<file path="src/rtl/collision_rule_engine.sv">
// collision_rule_engine
//   Evaluates NUM_RULES programmable collision rules over NUM_OBJ drawing
//   requests every pixel clock. Each rule pulses at most once per frame,
//   the previous frame's hits are summarised in frame_hits, and per-rule
//   saturating counters record how many frames each rule hit in.
//
// Ports
//   clk, reset        pixel clock, synchronous active-high reset
//   startOfFrame      one-cycle pulse that closes the current frame
//   drawing_request   per-object request for the current pixel
//   rule_enable       per-rule enable (masks new matches only)
//   clear_counts      synchronous clear of all hit counters
//   collision         combinational: two or more objects requesting
//   SingleHitPulse    one pulse per frame on the first general collision
//   rule_pulse        per-rule single pulse (in-frame or deferred)
//   frame_hits        rules that hit during the previous frame
//   hit_count         per-rule saturating counters, rule r at [r*CNT_W +: CNT_W]
//   staticObjectReq   registered OR of requests from static scenery objects
module collision_rule_engine #(
    parameter int                             NUM_OBJ     = 12,
    parameter int                             NUM_RULES   = 12,
    parameter int                             CNT_W       = 8,
    parameter logic [NUM_RULES*NUM_OBJ-1:0]   RULE_REQ    = '0,
    parameter logic [NUM_RULES*NUM_OBJ-1:0]   RULE_EXCL   = '0,
    parameter logic [NUM_RULES-1:0]           RULE_ANY    = '0,
    parameter logic [NUM_OBJ-1:0]             STATIC_MASK = '0,
    parameter bit                             DEFER_MODE  = 1'b0
) (
    input  logic                         clk,
    input  logic                         reset,
    input  logic                         startOfFrame,
    input  logic [NUM_OBJ-1:0]           drawing_request,
    input  logic [NUM_RULES-1:0]         rule_enable,
    input  logic                         clear_counts,
    output logic                         collision,
    output logic                         SingleHitPulse,
    output logic [NUM_RULES-1:0]         rule_pulse,
    output logic [NUM_RULES-1:0]         frame_hits,
    output logic [NUM_RULES*CNT_W-1:0]   hit_count,
    output logic                         staticObjectReq
);

    logic [NUM_RULES-1:0]       flag_q, flag_d;
    logic [NUM_RULES-1:0]       pulse_q, pulse_d;
    logic [NUM_RULES-1:0]       fhits_q, fhits_d;
    logic [NUM_RULES*CNT_W-1:0] cnt_q, cnt_d;
    logic                       gflag_q, gflag_d;
    logic                       single_q, single_d;
    logic                       static_q, static_d;
    logic [NUM_RULES-1:0]       match;

    // Two-or-more detector without a full popcount: a second set bit
    // seen after the first one is all that matters.
    always_comb begin
        logic seen_one;
        logic seen_two;
        seen_one = 1'b0;
        seen_two = 1'b0;
        for (int i = 0; i < NUM_OBJ; i++) begin
            if (drawing_request[i]) begin
                if (seen_one) seen_two = 1'b1;
                seen_one = 1'b1;
            end
        end
        collision = seen_two;
    end

    always_comb begin
        logic [NUM_OBJ-1:0] req_r;
        logic [NUM_OBJ-1:0] excl_r;
        match  = '0;
        req_r  = '0;
        excl_r = '0;
        for (int r = 0; r < NUM_RULES; r++) begin
            req_r    = RULE_REQ[r*NUM_OBJ +: NUM_OBJ];
            excl_r   = RULE_EXCL[r*NUM_OBJ +: NUM_OBJ];
            // An all-zero rule (no required objects, no collision term)
            // would match every pixel; treat it as an empty slot instead.
            match[r] = rule_enable[r]
                     & ((drawing_request & req_r) == req_r)
                     & ((drawing_request & excl_r) == '0)
                     & (!RULE_ANY[r] | collision)
                     & ((req_r != '0) | RULE_ANY[r]);
        end
    end

    always_comb begin
        logic [CNT_W-1:0] cnt_cur;
        cnt_cur  = '0;
        cnt_d    = cnt_q;

        // The startOfFrame cycle opens the new frame, so its own match
        // lands in the freshly cleared flags.
        flag_d   = (startOfFrame ? '0 : flag_q) | match;
        gflag_d  = (startOfFrame ? 1'b0 : gflag_q) | collision;
        single_d = collision & (!gflag_q | startOfFrame);

        if (DEFER_MODE) pulse_d = startOfFrame ? flag_q : '0;
        else            pulse_d = match & (~flag_q | {NUM_RULES{startOfFrame}});

        fhits_d  = startOfFrame ? flag_q : fhits_q;
        static_d = |(drawing_request & STATIC_MASK);

        for (int r = 0; r < NUM_RULES; r++) begin
            cnt_cur = cnt_q[r*CNT_W +: CNT_W];
            if (clear_counts)
                cnt_cur = '0;
            else if (startOfFrame && flag_q[r] && (cnt_cur != '1))
                cnt_cur = cnt_cur + {{(CNT_W-1){1'b0}}, 1'b1};
            cnt_d[r*CNT_W +: CNT_W] = cnt_cur;
        end
    end

    always_ff @(posedge clk) begin
        if (reset) begin
            flag_q   <= '0;
            pulse_q  <= '0;
            fhits_q  <= '0;
            cnt_q    <= '0;
            gflag_q  <= 1'b0;
            single_q <= 1'b0;
            static_q <= 1'b0;
        end else begin
            flag_q   <= flag_d;
            pulse_q  <= pulse_d;
            fhits_q  <= fhits_d;
            cnt_q    <= cnt_d;
            gflag_q  <= gflag_d;
            single_q <= single_d;
            static_q <= static_d;
        end
    end

    assign SingleHitPulse  = single_q;
    assign rule_pulse      = pulse_q;
    assign frame_hits      = fhits_q;
    assign hit_count       = cnt_q;
    assign staticObjectReq = static_q;

endmodule
</file>
<file path="config.mk">
export PLATFORM = sky130hd
export DESIGN_NAME = collision_rule_engine
export DESIGN_NICKNAME = d
export VERILOG_FILES = /design/src/rtl/collision_rule_engine.sv
export SDC_FILE = /design/constraint.sdc
export NUM_CORES = 1
export LEC_CHECK = 0
export BUFFER_PORTS_ARGS = -buffer_cell sky130_fd_sc_hd__buf_2
export CAP_MARGIN = 20
export CORE_MARGIN = 3
export CORE_UTILIZATION = 34
export CTS_CLUSTER_SIZE = 20
export DETAILED_ROUTE_END_ITERATION = 10
export PLACE_DENSITY = 0.94
export SLEW_MARGIN = 20
export SYNTH_ARGS = -nofsm -noshare
export SYNTH_HDL_FRONTEND = slang
export SYNTH_SLANG_ARGS = --single-unit
</file>
<file path="constraint.sdc">
create_clock -name clk -period 2.95 [get_ports clk]
set_clock_uncertainty 0.05 [all_clocks]
set_input_delay 0.1475 -clock clk [delete_from_list [all_inputs] [get_ports clk]]
set_output_delay 0.1475 -clock clk [all_outputs]
set_load 0.03 [all_outputs]
</file>
* Word-level counts from Yosys, hierarchy flattened
Cells that the tools add are included.
Operators by class: mux-type cells 34, shift-type cells 0, add/subtract/negate cells 0, div/mod/pow operators 0, bitwise operators 3, eq/ne operators 0, reduce and logical (&&, ||, !) cells 1, $lt $le $gt $ge 0, multipliers 0
Operator list (count):
- $mux 1 | 34
- $or 1x1->1 | 2
- $and 1x1->1 | 1
- $logic_not 1->1 | 1
Storage, ports and cells: latch bits 0, flip-flop bits (word level) 2, memory bits (writable) 0, input port bits 28, memories 0, output and inout bits 123, ROM bits 0, word-level logic and storage cells 40

* Depth between registers and ports, before layout
Gate-level depths: netlist of the first run.
depth in word-level cells 24, gate-level depth with buffers 5, gate-level depth less buffers 5

* Worst setup path before layout of the first run
OpenSTA, ideal clock, no wires.
path kind in2out, start input drawing_request[0], end output collision, data required time 2.753 ns, path slack 1.319 ns, stages 5, path buffers 0, arrival time 1.434 ns, cell sequence or4_4 nor4_2 o211ai_1 a211oi_2 inv_1
Between the ends: cells in the longest elaborated chain, start to end 23, elaborated cells between the ends (all ways) 33, classes of those cells 33 x mux
RTL lines:
- start, declared | RTL line 32 | input logic [NUM_OBJ-1:0] drawing_request,
- $mux 1 * | RTL line 60 | if (drawing_request[i]) begin
- $mux 1 | RTL line 61 | if (seen_one) seen_two = 1'b1;
- $mux 1 | RTL line 60
- $mux 1 | RTL line 61
- $mux 1 | RTL line 60
- $mux 1 | RTL line 61
- $mux 1 | RTL line 60
- $mux 1 | RTL line 61
- (+7 left out)
- $mux 1 | RTL line 61
- $mux 1 | RTL line 60
- $mux 1 | RTL line 61
- $mux 1 | RTL line 60
- $mux 1 | RTL line 61
- $mux 1 | RTL line 60
- $mux 1 | RTL line 61
- $mux 1 * | RTL line 60
- end, declared | RTL line 35 | output logic collision,
Mark *: on every way between the ends. The rest lies on a longest branch, timed or not.

* Worst setup path in the final report of the first run
Same ends and word-level chain as after synthesis.

==> results of run 1 <==
cell usage in the layout, fill, tap and decap left out, drive strengths merged:
cell      n
conb    121
buf      16
a211oi    4
nor3      3
clkbuf    3
dfxtp     2
nor2      2
o21ai     2
a21oi     2
or4       2
nor4      1
o211ai    1
and2      1
inv       1
nand2b    1
nor3b     1
flip-flops by register name (all words and copies together) (netlist names):
signal	cells
SingleHitPulse	1
gflag_q	1
power breakdown:
| group | switching, mW | internal, mW |
|---|---|---|
| combinational | 0.217 | 0.0118 |
| sequential | 0.000368 | 0.0290 |
| clock | 0.0144 | 0.0448 |
| total | 0.232 | 0.0855 |
synth_stat cells:
| library cell | n | area [µm²] |
|---|---|---|
| buf_4 | 121 | 908 |
| a211oi_1 | 3 | 22.5 |
| nor3_1 | 3 | 15.0 |
| a21oi_1 | 2 | 10.0 |
| dfxtp_1 | 2 | 40.0 |
| nor2_1 | 2 | 7.51 |
| o21ai_0 | 2 | 10.0 |
| a211oi_2 | 1 | 12.5 |
| and2_1 | 1 | 6.26 |
| conb_1 | 1 | 3.75 |
| inv_1 | 1 | 3.75 |
| nand2b_1 | 1 | 6.26 |
| nor3b_1 | 1 | 7.51 |
| nor4_2 | 1 | 12.5 |
| o211ai_1 | 1 | 7.51 |
| or4_1 | 1 | 7.51 |
| or4_4 | 1 | 11.3 |
how the worst min path moves through the flow:
stage          start                  to  slack, ns  cells past startpoint
6_report       reset  gflag_q$_SDFF_PP0_       0.05                      2
5_1_grt        reset  gflag_q$_SDFF_PP0_       0.04                      2
4_1_cts        reset  gflag_q$_SDFF_PP0_       0.04                      2
3_5_place_dp   reset  gflag_q$_SDFF_PP0_       0.27                      2
3_3_place_gp   reset  gflag_q$_SDFF_PP0_       0.27                      2
2_1_floorplan  reset  gflag_q$_SDFF_PP0_       0.17                      1
kinds of logic after synthesis:
logic type | after synthesis | synth area share (%)
buffers and inverters | 122 | 83.5
AND/OR/NAND/NOR | 11 | 6.76
AO/OA/AOI/OAI | 9 | 5.73
flip-flops | 2 | 3.67
other | 1 | 0.343
stage by stage:
step                      power (mW)  instances
after CTS                      0.314        205
final                          0.318        205
after detailed placement       0.254        202
after global routing           0.333        205
after floorplan                0.363        265
after global placement         0.252        202
metal layers:
layer,global-route usage [%],up-vias,share of wire [%]
met1,3.00,235,19
met3,2.16,4,23
li1,-,253,-
met4,3.31,0,1.5
met5,0,-,0
met2,9.85,75,56
final cells by class:
| type | instances | area share (%) |
|---|---|---|
| timing repair buffer | 16 | 10.1 |
| clock buffer | 3 | 2.85 |
| sequential | 2 | 5.07 |
| multi-input combinational | 141 | 74.8 |
| tap | 42 | 6.66 |
| inverter | 1 | 0.475 |
==> impl_results.md, run 1 <==
* WL final at ~1400 µm
* Die area at around 4000 µm²
* Post-route cell area at slightly below 800 µm²
* Filler cells at 320
* Power density cells at 402 nW/µm²
* Nets@finish at ~190
* Boundary Pins at around 150
* Static leakage at slightly above 0.5 nW
* CTS max path bufs at 2
* Vias in the first global route at approximately 320
* CTS tree: built
* Antenna cell count at 0
* Clk sinks at 2
* Critical-path top delay cell: or4_4
* Largest net degree at the start of global routing at 5
* CP Launch Point: drawing_request[0]
* Fin. Hold Viols at 0
* Seq cells post-synth at 2
* Buf/Inv on CP at 3
* Max Cap Viol at 0
* Syn avg cell area at 7.53 µm²
* Post-synthesis sequential area ratio at under 10%
* Max-slew violations at 0
* Reg-to-reg endpoint: SingleHitPulse$_SDFF_PP0_
* Worst path max stage delay at about 0.55 ns
* DRT iter0 DRCs at 14
* Yosys cell types at 17
* Final period util at 63.5%
* Total GRT Usage at 4.71%
* # DRC at 0
* Post-cts gate resize count at 0
* Inserted Clock Buffers at 3
* Grt ovf at 0
* Crit path time final at between 1.5 and 2 ns
* Crit path cell chain: buf_2, or4_4, nor4_2, o211ai_1, a211oi_2, inv_1, buf_2
* Synth warnings at 0
* Cts hold-fix bufs at 0
* Root buf cell: clkbuf_4
* Die height at about 63 µm
* Row cnt at 19
* Crit. End Element: output port
* DP HPWL at 1330 µm
* Largest fanout on the critical path at 3
* CP Data Required Time at 2.75 ns
* H-tree levels at 1
* Antenna Nets Post-Route at 0
* Worst setup path end: collision
* Worst R2R Setup Slack at between 2 and 2.5 ns
* Vias post-DR at approximately 570
* TritonRoute pass-1 iters at 4
* Pre-CTS setup slack at between 1 and 1.5 ns
* Final TNS setup at 0 ns
* DR WL/cell at 6.63 µm
* Clock Latency Late Sink at between 0.2 and 0.25 ns
* First-pass GRT wire length at about 1500 µm
* Starting Density at a little under two fifths
* Setup violators final at 0
* Area post-placement at around 770 µm²
* Via-to-Cell Ratio at roughly 2.8
* Worst hold slack at approximately 0.046 ns
* RD Place Congestion at around 0.61
* RSZ-0062 raised after global routing: no
* Hold Crit Class: in2reg
* Post-route worst setup slack at 1.08 ns
* Die W at roughly 63 µm
* CP startpoint kind: input pin
* Port bufs at 16
* Antenna violations before repair at 0
* Syn-to-layout area delta at -27.7%
* R2R depth at 2
* Multi-input logic area at just under 600 µm²
* Reg-to-reg startpoint: gflag_q$_SDFF_PP0_
* Core area at roughly 2900 µm²
* Kind of critical path: in2out
* Mapped Cells at 145
* Clock Pin Slew Worst Setup and Hold Paths at about 0.03 ns
* Final Core Density at 27.2%
* Layout cells sized above 1 at between 10% and 20%
* WP depth at 7
* Delay-heaviest family, CP: simple AND/OR/NAND/NOR gates
* Critical Path AT at between 1.5 and 2 ns
* CP most frequent cell: buf_2
* Post-CTS setup buffer count at 0
* Sequential Area at 40.0 µm²
* Max VDD drop at 0.112 mV
* Max Freq at approximately 0.53 GHz
* Outcome: finished clean
* Area of the mapped netlist at approximately 1100 µm²
(Power assumes the default switching activity.)
==> run 2, diff against run 1 <==
--- a/config.mk
+++ b/config.mk
@@ -8,10 +8,10 @@
 export BUFFER_PORTS_ARGS = -buffer_cell sky130_fd_sc_hd__buf_2
 export CAP_MARGIN = 20
 export CORE_MARGIN = 3
-export CORE_UTILIZATION = 34
+export CORE_UTILIZATION = 31
 export CTS_CLUSTER_SIZE = 20
 export DETAILED_ROUTE_END_ITERATION = 10
-export PLACE_DENSITY = 0.94
+export PLACE_DENSITY = 0.87
 export SLEW_MARGIN = 20
 export SYNTH_ARGS = -nofsm -noshare
 export SYNTH_HDL_FRONTEND = slang
==> constraint.sdc (replaced) <==
create_clock -name clk -period 1.8 [get_ports clk]
set_clock_uncertainty 0.05 [all_clocks]
set_input_delay 0.09 -clock clk [delete_from_list [all_inputs] [get_ports clk]]
set_output_delay 0.09 -clock clk [all_outputs]
set_load 0.03 [all_outputs]
==> run 2 against run 1 <==
Compared with the run above: cell area up 6.2%; global-route usage down 1.0 points; setup slack worse by 0.99 ns; combinational power up 67%; die area up 8.7%; worst hold slack better by 0.059 ns.
==> impl_results.md, run 2 (same netlist as run 1, synthesis figures left out) <==
* Boundary Pins at about 150
* Core area at 3200 µm²
* Max VDD drop at 0.187 mV
* Final period util at a little over nine tenths
* Most common cell after layout, fill and taps aside: conb_1
* # DRC at 0
* Clock Latency Late Sink at about 0.22 ns
* CP Data Required Time at approximately 1.7 ns
* Outcome: finished clean
* Die height at around 65 µm
* Crit. End Element: output port
* Largest net degree at the start of global routing at 5
* Vias in the first global route at 305
* DR WL/cell at approximately 6.4 µm
* Max Freq at about 0.58 GHz
* TritonRoute pass-1 iters at 2
* Inserted Clock Buffers at 3
* H-tree levels at 1
* Clock Pin Slew Worst Setup and Hold Paths at roughly 0.03 ns
* Crit path time final at ~1.7 ns
* Grt ovf at 0
* Fin. Hold Viols at 0
* Nets@finish at approximately 200
* Antenna Nets Post-Route at 0
* Port bufs at 16
* Kind of critical path: in2out
* Antenna violations before repair at 0
* WL final at roughly 1300 µm
* Max-slew violations at 0
* Die area at ~4300 µm²
* Syn-to-layout area delta at -23.3%
* Final TNS setup at 0 ns
* Worst path max stage delay at between 0.5 and 0.6 ns
* Critical-path top delay cell: or4_4
* Die W at between 60 and 70 µm
* Vias post-DR at 576
* Clk sinks at 2
* Critical Path AT at roughly 1.6 ns
* Antenna cell count at 0
* Root buf cell: clkbuf_4
* Power density cells at between 600 and 700 nW/µm²
* Crit path cell chain: buf_2, or4_4, a211oi_2, o21ai_1, a211oi_2, inv_1, buf_2
* Total GRT Usage at 3.67%
* DP HPWL at 1250 µm
* CTS tree: built
* Hold Crit Class: in2reg
* RD Place Congestion at a little under 0.6
* CTS max path bufs at 2
* Largest fanout on the critical path at 3
* Starting Density at roughly 34%
* Static leakage at 0.535 nW
* Row cnt at 20
* RSZ-0062 raised after global routing: no
* Most frequent cells in the layout: conb_1 (121), buf_2 (16), nor3_1 (3), clkbuf_4 (3), buf_4 (3)
* DRT iter0 DRCs at 3
* Via-to-Cell Ratio at ~2.7
* Setup violators final at 0
* Layout cells sized above 1 at 15.6%
* Total power at ~530 µW
* CP startpoint kind: input pin
* First-pass GRT wire length at 1210 µm
* Max Cap Viol at 0
==> run 2: area by class of cell <==
class	instances	area [µm²]
clock buffers	3	22.5
flip-flops and latches	2	40.0
repair buffers	20	113
inverters	1	3.75
fillers	391	2360
well taps	44	55.1
multi-input cells	141	604
==> run 2: layer usage <==
metal | up-vias | share of wire, % | global-route usage [%]
met4 | 0 | 1.3 | 3.89
met1 | 243 | 17 | 2.16
met3 | 2 | 24 | 0.513
met2 | 72 | 57 | 8.09
met5 | - | 0 | 0
li1 | 259 | - | -
==> run 2: metrics by stage <==
stage,util (%),std cells,hold slack [ns],instance area [µm²],setup WS [ns]
finish,26.2,211,0.105,838,0.0862
global route,26.2,211,0.111,838,0.0101
CTS,25.3,209,0.0991,810,0.0181
detailed placement,24.3,205,0.223,777,-0.00333
global placement,24.3,205,0.211,777,0.0189
floorplan,-,265,0.109,1540,0.284
==> run 2: timing repair <==
item	4_1_cts	5_1_grt
hold endpoints to repair	2	0
pin swaps	1	1
gates resized for setup	0	3
endpoints found under the setup margin	1	1
hold buffers	1	0
setup buffers	0	2
==> run 2: worst paths after layout <==
path / start / endpoint / slack [ns] / cells past startpoint
max reg2reg: gflag_q$_SDFF_PP0_ / SingleHitPulse$_SDFF_PP0_ / 1.14 / 2
min reg2reg: gflag_q$_SDFF_PP0_ / gflag_q$_SDFF_PP0_ / 0.42 / 2
min: startOfFrame / gflag_q$_SDFF_PP0_ / 0.10 / 3
max: drawing_request[0] / collision / 0.09 / 7
==> run 2: power breakdown <==
group          total [mW]  internal, mW  switching, mW
Clock              0.0964        0.0733         0.0231
Combinational       0.382        0.0229          0.359
Sequential         0.0480        0.0474       0.000530
==> run 2: worst max-delay path: cells and delay by family <==
| family | cells | cell delay [ns] |
|---|---|---|
| AND/OR/NAND/NOR | 1 | 0.56 |
| buffers and inverters | 3 | 0.33 |
| AO/OA/AOI/OAI | 3 | 0.58 |
